### config.mk
export PLATFORM = sky130hd
export DESIGN_NAME = wlan_interleaver
export DESIGN_NICKNAME = d
export VERILOG_FILES = /design/src/rtl/wlan_interleaver.sv
export SDC_FILE = /design/constraint.sdc
export NUM_CORES = 1
export LEC_CHECK = 0
export CORE_MARGIN = 10
export CORE_UTILIZATION = 55
export CTS_CLUSTER_DIAMETER = 150
export DETAILED_ROUTE_END_ITERATION = 16
export GPL_TIMING_DRIVEN = 0
export HOLD_SLACK_MARGIN = 0.06
export PLACE_DENSITY_LB_ADDON = 0.1
export SYNTH_ARGS = -nofsm -noshare
export SYNTH_HDL_FRONTEND = slang
export SYNTH_SLANG_ARGS = --single-unit
### constraint.sdc
create_clock -name iClk -period 3.3 [get_ports iClk]
set_input_delay 0.33 -clock iClk [delete_from_list [all_inputs] [get_ports iClk]]
set_output_delay 0.33 -clock iClk [all_outputs]
set_load 0.01 [all_outputs]
### src/rtl/wlan_interleaver.sv
// 802.11a block interleaver (first permutation only) with ping-pong symbol banks.
// Coded bits are written in serial order and read out column-wise, one bit per clock.
module wlan_interleaver #(
  parameter int unsigned N_CBPS = 48,
  parameter int unsigned N_COL  = 16
) (
  input  logic iClk,
  input  logic iRst,
  input  logic iData,
  input  logic iValid,
  output logic oData,
  output logic oValid,
  output logic oSymDone
);

  localparam int unsigned N_ROW = N_CBPS / N_COL;
  localparam int unsigned AW    = $clog2(N_CBPS);
  localparam int unsigned RW    = (N_ROW > 1) ? $clog2(N_ROW) : 1;
  localparam int unsigned CW    = $clog2(N_COL);

  typedef enum logic {
    S_IDLE = 1'b0,
    S_READ = 1'b1
  } state_e;

  // Symbol storage and write-side bookkeeping
  logic [1:0][N_CBPS-1:0] bank_q, bank_d;
  logic [AW-1:0]          wcnt_q, wcnt_d;
  logic                   wsel_q, wsel_d;
  logic [1:0]             full_q, full_d;

  // Read-side FSM and position counters (row = j mod R, col = j / R)
  state_e                 state_q, state_d;
  logic                   rsel_q, rsel_d;
  logic [RW-1:0]          row_q, row_d;
  logic [CW-1:0]          col_q, col_d;

  // Registered outputs
  logic                   odata_q, odata_d;
  logic                   ovalid_q, ovalid_d;
  logic                   osymdone_q, osymdone_d;

  // Internal combinational handshakes
  logic                   wr_done;
  logic                   rd_clr;
  logic                   rd_last;
  logic [AW-1:0]          rd_addr;

  assign oData    = odata_q;
  assign oValid   = ovalid_q;
  assign oSymDone = osymdone_q;

  // Source bit index for the current output position: k = col + N_COL*row
  assign rd_addr = AW'(col_q) + AW'(row_q) * AW'(N_COL);
  assign rd_last = (row_q == RW'(N_ROW - 1)) && (col_q == CW'(N_COL - 1));

  // Write side: store accepted bits serially, hand over the bank when it fills
  always_comb begin
    bank_d  = bank_q;
    wcnt_d  = wcnt_q;
    wsel_d  = wsel_q;
    wr_done = 1'b0;
    if (iValid) begin
      bank_d[wsel_q][wcnt_q] = iData;
      if (wcnt_q == AW'(N_CBPS - 1)) begin
        wcnt_d  = '0;
        wsel_d  = ~wsel_q;
        wr_done = 1'b1;
      end else begin
        wcnt_d = wcnt_q + AW'(1);
      end
    end
  end

  // Read side: IDLE emits bit j=0 itself so the first bit lands one edge after the bank fills
  always_comb begin
    state_d    = state_q;
    rsel_d     = rsel_q;
    row_d      = row_q;
    col_d      = col_q;
    odata_d    = 1'b0;
    ovalid_d   = 1'b0;
    osymdone_d = 1'b0;
    rd_clr     = 1'b0;
    unique case (state_q)
      S_IDLE: begin
        if (full_q[rsel_q]) begin
          odata_d  = bank_q[rsel_q][0];
          ovalid_d = 1'b1;
          row_d    = RW'(1);
          col_d    = '0;
          state_d  = S_READ;
        end
      end
      S_READ: begin
        odata_d  = bank_q[rsel_q][rd_addr];
        ovalid_d = 1'b1;
        if (rd_last) begin
          osymdone_d = 1'b1;
          rd_clr     = 1'b1;
          rsel_d     = ~rsel_q;
          row_d      = '0;
          col_d      = '0;
          state_d    = full_q[~rsel_q] ? S_READ : S_IDLE;
        end else if (row_q == RW'(N_ROW - 1)) begin
          row_d = '0;
          col_d = col_q + CW'(1);
        end else begin
          row_d = row_q + RW'(1);
        end
      end
      default: state_d = S_IDLE;
    endcase
  end

  // Full flags: released on the last read, raised when the writer completes a bank
  always_comb begin
    full_d = full_q;
    if (rd_clr) begin
      full_d[rsel_q] = 1'b0;
    end
    if (wr_done) begin
      full_d[wsel_q] = 1'b1;
    end
  end

  // FSM state register
  always_ff @(posedge iClk or negedge iRst) begin
    if (!iRst) begin
      state_q <= S_IDLE;
    end else begin
      state_q <= state_d;
    end
  end

  // Datapath and output registers
  always_ff @(posedge iClk or negedge iRst) begin
    if (!iRst) begin
      bank_q     <= '0;
      wcnt_q     <= '0;
      wsel_q     <= 1'b0;
      full_q     <= '0;
      rsel_q     <= 1'b0;
      row_q      <= '0;
      col_q      <= '0;
      odata_q    <= 1'b0;
      ovalid_q   <= 1'b0;
      osymdone_q <= 1'b0;
    end else begin
      bank_q     <= bank_d;
      wcnt_q     <= wcnt_d;
      wsel_q     <= wsel_d;
      full_q     <= full_d;
      rsel_q     <= rsel_d;
      row_q      <= row_d;
      col_q      <= col_d;
      odata_q    <= odata_d;
      ovalid_q   <= ovalid_d;
      osymdone_q <= osymdone_d;
    end
  end

endmodule

-- Word level (Yosys, flattened, before mapping)
Index checks and enable logic that the tools add are counted.
- bitwise operators: 6
- equal/unequal tests: 5
- $add $sub $neg: 4
- order comparisons: 8
- multiplexer cells: 39
- reduce and logical (&&, ||, !) cells: 7
- operators with widths (operator ; number):
    48-bit two-way mux ; 3
    96-bit bitwise mux ; 1
    48-bit demux with 1-bit select ; 1
    1-bit two-way mux ; 16
    6-bit by 7-bit < comparator with 1-bit output, second input constant ; 2
    4-bit two-way mux ; 3
    2-bit two-way mux ; 5
    4-bit one-hot mux with 2 select lines ; 1
    4-bit by 6-bit adder with 6-bit output ; 1
    6-bit by 1-bit adder with 6-bit output, second input constant ; 1
    1-bit binary-select mux with 6-bit select ; 1
    1-bit demux with 6-bit select ; 1
    6-bit equality test, second input constant ; 1
    6-bit by 1-bit >= comparator with 1-bit output, second input constant ; 1
    1-bit by 2-bit < comparator with 1-bit output, second input constant ; 3
    6-bit two-way mux ; 1
    1-bit one-hot mux with 2 select lines ; 3
    2-bit AND reduction ; 3
    4-bit by 1-bit adder with 4-bit output, second input constant ; 1
    4-bit equality test, second input constant ; 1
    1-bit logical AND ; 4
    2-bit one-hot mux with 2 select lines ; 1
    3-bit by 1-bit inequality test with 1-bit output, second input constant ; 1
    1-bit NOT ; 3
    other kinds (8) ; 10
- logic and storage cells: 81
- register bits after elaboration: 116
- input port bits: 4
- output and inout port bits: 3

-- Longest topological paths before layout
- depth after elaboration: 9
- mapped depth: 8

-- Least setup slack after synthesis
Ideal clock, no wire load.
- path type: register to register
- start: register col_q[0]
- end: register odata_q, in the netlist oData
- path slack: 1459 ps
- data required time: 3166 ps
- path buffers: 1
- arrival time: 1707 ps
- cell stages (with the launch flop): 7
- cell sequence: dfrtp_1 -> buf_6 -> mux4_1 -> mux2_2 -> a221o_1 -> o311ai_1 -> nand4_1
- word-level cells in the longest chain between the ends: 4
- ends and longest elaborated chain (element ; RTL line ; text):
    start: declaration ; 36 ; logic [CW-1:0] col_q, col_d;
    start signal: assignment ; 156 ; col_q <= col_d;
    4-bit by 6-bit adder with 6-bit output ; 54 ; assign rd_addr = AW'(col_q) + AW'(row_q) * AW'(N_COL);
    1-bit binary-select mux with 6-bit select ; 96 ; odata_d = bank_q[rsel_q][rd_addr];
    1-bit two-way mux (implied by the code) ; 96 ;
    1-bit one-hot mux with 2 select lines ; 85 ; unique case (state_q)
    net odata_d ; 39 ; logic odata_q, odata_d;
    end signal: assignment ; 157 ; odata_q <= odata_d;
    end: declaration ; 39 ;
The timed path passes the listed nets, and every way through them passes these cells. The select of a mux whose other input is x is not followed.
A chain may end at the register's enable or synchronous reset.

-- Worst setup path after layout
Ends and elaborated chain as after synthesis.

==> results.cfg <==
[global_routing]
grt_max_degree = 67
grt_pass1_wl_um = 22800
grt_overflow = 0
antenna_found_initial = 0
grt_pass1_vias = 4052
globalRouteTotalUtil_pct = 20.2

[sta]
slew_viol_final = 0
timing.final.crit_period_ns = 2.43
skew_ns = 0.0109
clock.fmax_mhz = 411
fin_crit_sh_pct = 73.7
grt_setup_unrepaired = no
hold_viol_final = 0
tns_ns = 0
setup_viol = 0
relSlewSlack_pct = 48.1
worst_pin_slew_ns = 0.779

[synthesis]
synth-seq-cells = 116
synth_top_area_cell = dfrtp_1
synth_edf_count = 0
synth_top_area_share_pct = 49.6
syn_nets = 503
ys_warn_count = 0
synth_xor_area_share_pct = 0.748
synth_area_leaders = dfrtp_1 50%, mux2_2 20%, mux4_2 5.8%, nor2_1 5.4%, nand2_1 2.5%
syn-instance-count = 497
synth-simple-area-share_pct = 13.1
synth_mux_area_share_pct = 29.8
yosysSeqAreaShare_pct = 49.6
synth_top_family_by_area = multiplexers
netlist_area_um2 = 5860
async_reset_ff_share_pct = 100
synth_cell_types = 46
synthAdderAreaFrac_pct = 0.427
synth_compound_area_share_pct = 3.57
synth_area_per_cell_um2 = 11.8
synth_ff_type = dfrtp_1

[power]
p_per_area_nw_per_um2 = 741
switchingPower_w = 0.00149
pwr-share-comb_pct = 22.3
finalPower_w = 0.00498
pwr-share-seq_pct = 40.1
vdd_drop_max_mv = 0.460
p_leak_nw = 3.04
clkPwrFrac_pct = 37.6
p_sw_share_pct = 29.9
internal_power_w = 0.00349

[floorplan]
core.rowCount = 37
die_h_um = 123
start_util_pct = 56.5
die_area_um2 = 15200
die_w_um = 123
core_area_um2 = 10400
io_pins = 7

[clock_tree]
cts_setup_buffers = 0
cts-root-buf = clkbuf_8
clockBufferDepth = 2
clk_latency_ns = 0.54
clock_sinks = 116
cts_tree = done
cts_buffers = 17
htree_levels = 4
clk_pin_slew_ns = 0.06

[status]
outcome = completed

[route]
vias = 4009
via_per_inst = 5.97
drtIter0Drc = 325
detail_route.wl_per_cell_um = 21.3
firstDrtPassIters = 5
drc_errors = 0
final_antenna_net_count = 0
drt-total-wl_um = 14300

[layout]
final_cell_mix = 116 x dfrtp_1, 104 x mux2_2, 84 x nor2_1
diodes = 0
syn2layout_area_growth_pct = 14.7
drive_gt1_share_pct = 30.8
nets = 529
final_common_cell = dfrtp_1
instances_no_fill = 672

[worst_setup_path]
slowest_stage = dfrtp_1
worstSetupStartpointType = flip-flop
path_buf_inv = 3
critPathMaxFanout = 10
crit_type = reg2reg
arrival_ns = 2.81
critPathTopFamily = buffers and inverters
path_cells = buf_6 -> buf_2 -> buf_4 -> mux4_2 -> mux2i_1 -> nor2_1 -> o311ai_1 -> nand4_1
endpoint_kind = flip-flop
max_stage_delay_ns = 0.38
cp.required_ns = 3.68

[min_path]
hold_class = in2async

[place]
hpwl_um = 9520
dp.cells = 639
gp_congestion = 0.845
place.port_buffers = 5

[flow_run]
cap_violations = 0
flip-flops by register name (all words and copies together) (netlist names):
register,cells
oSymDone,1
state_q,1
oData,1
full_q,2
row_q,2
wsel_q,1
col_q,4
oValid,1
bank_q,96
rsel_q,1
wcnt_q,6
power by group through the flow:
| stage | Clock [W] | Combinational (W) | Sequential (W) |
|---|---|---|---|
| 4_1_cts | 0.00189 | 0.00111 | 0.00199 |
| 5_1_grt | 0.00196 | 0.00121 | 0.00203 |
| 6_report | 0.00187 | 0.00111 | 0.00199 |
| 3_3_place_gp | 0 | 0.00107 | 0.00198 |
| 2_1_floorplan | 0 | 0.000806 | 0.00193 |
| 3_5_place_dp | 0 | 0.00111 | 0.00201 |
stage by stage:
step                      util, %  worst slack [ns]  area (µm²)  hold slack (ns)
after floorplan                 -              1.46        5860           0.0344
after global placement       58.6             -2.55        6080            0.482
after detailed placement     58.9             0.901        6100            0.308
after CTS                    64.8             0.890        6720            0.315
after global routing         64.8             0.792        6720            0.339
final                        64.8             0.869        6720            0.308
worst reg2reg max path: stages (launching register included):
cell and delay [ns]:
dfrtp_1 0.38, buf_6 0.15, buf_2 0.34, buf_4 0.30
mux4_2 0.34, mux2i_1 0.22, nor2_1 0.07, o311ai_1 0.30
nand4_1 0.19
routing by layer:
layer	vias to the layer above	track usage [%]	share of wire [%]
met5	-	0	0
met4	0	9.61	2.5
met3	29	5.65	4.9
met2	93	30.1	47
met1	2062	26.8	46
li1	1825	-	-
logic make-up (layout without fill, tap and decap cells):
logic type	after synthesis	count (layout)
and+or+nand+nor	171	171
muxes	136	136
DFF	116	116
buffers and inverters	38	77
AOI/OAI and AO/OA	29	29
xor gates and xnor gates	5	5
adders and majority gates	2	2
path summary, 6_finish.rpt:
check | start | endpoint | slack, ns | cells past startpoint
min in group iClk | iData | bank_q[77] | 0.34 | 2
worst min-delay path | iRst | bank_q[56] | 0.31 | 2
max in group asynchronous | iRst | bank_q[21] | 2.31 | 3
worst min register to register | bank_q[34] | bank_q[34] | 0.50 | 1
worst max-delay path | col_q[0] | oData | 0.87 | 8
worst max register to register | col_q[0] | oData | 0.87 | 8
area by class of cell:
type | count | area, µm²
fillers | 833 | 3650
multi-input cells | 343 | 2790
repair buffers | 7 | 88.8
inverters | 4 | 15.0
clock inverters | 9 | 125
flip-flops and latches | 116 | 2900
plain buffers | 34 | 151
clock buffers | 23 | 477
well taps | 136 | 170
cell usage after synthesis, drive strengths merged (3+ instances only):
master and instances:
nand4 7, buf 9, clkbuf 25, o21ai 7, dfrtp 116, inv 3
and3 4, nand2 39, o221ai 4, xnor2 4, mux4 19, nor2 84
nand3 14, nor3b 3, or2 3, mux2i 13, mux2 104, nor2b 4
nand3b 3
what timing repair did:
item | 4_1_cts | 5_1_grt
hold buffers | 1 | 0
gates resized for setup | 0 | 0
hold endpoints to repair | 50 | 0
(Power assumes the default switching activity.)
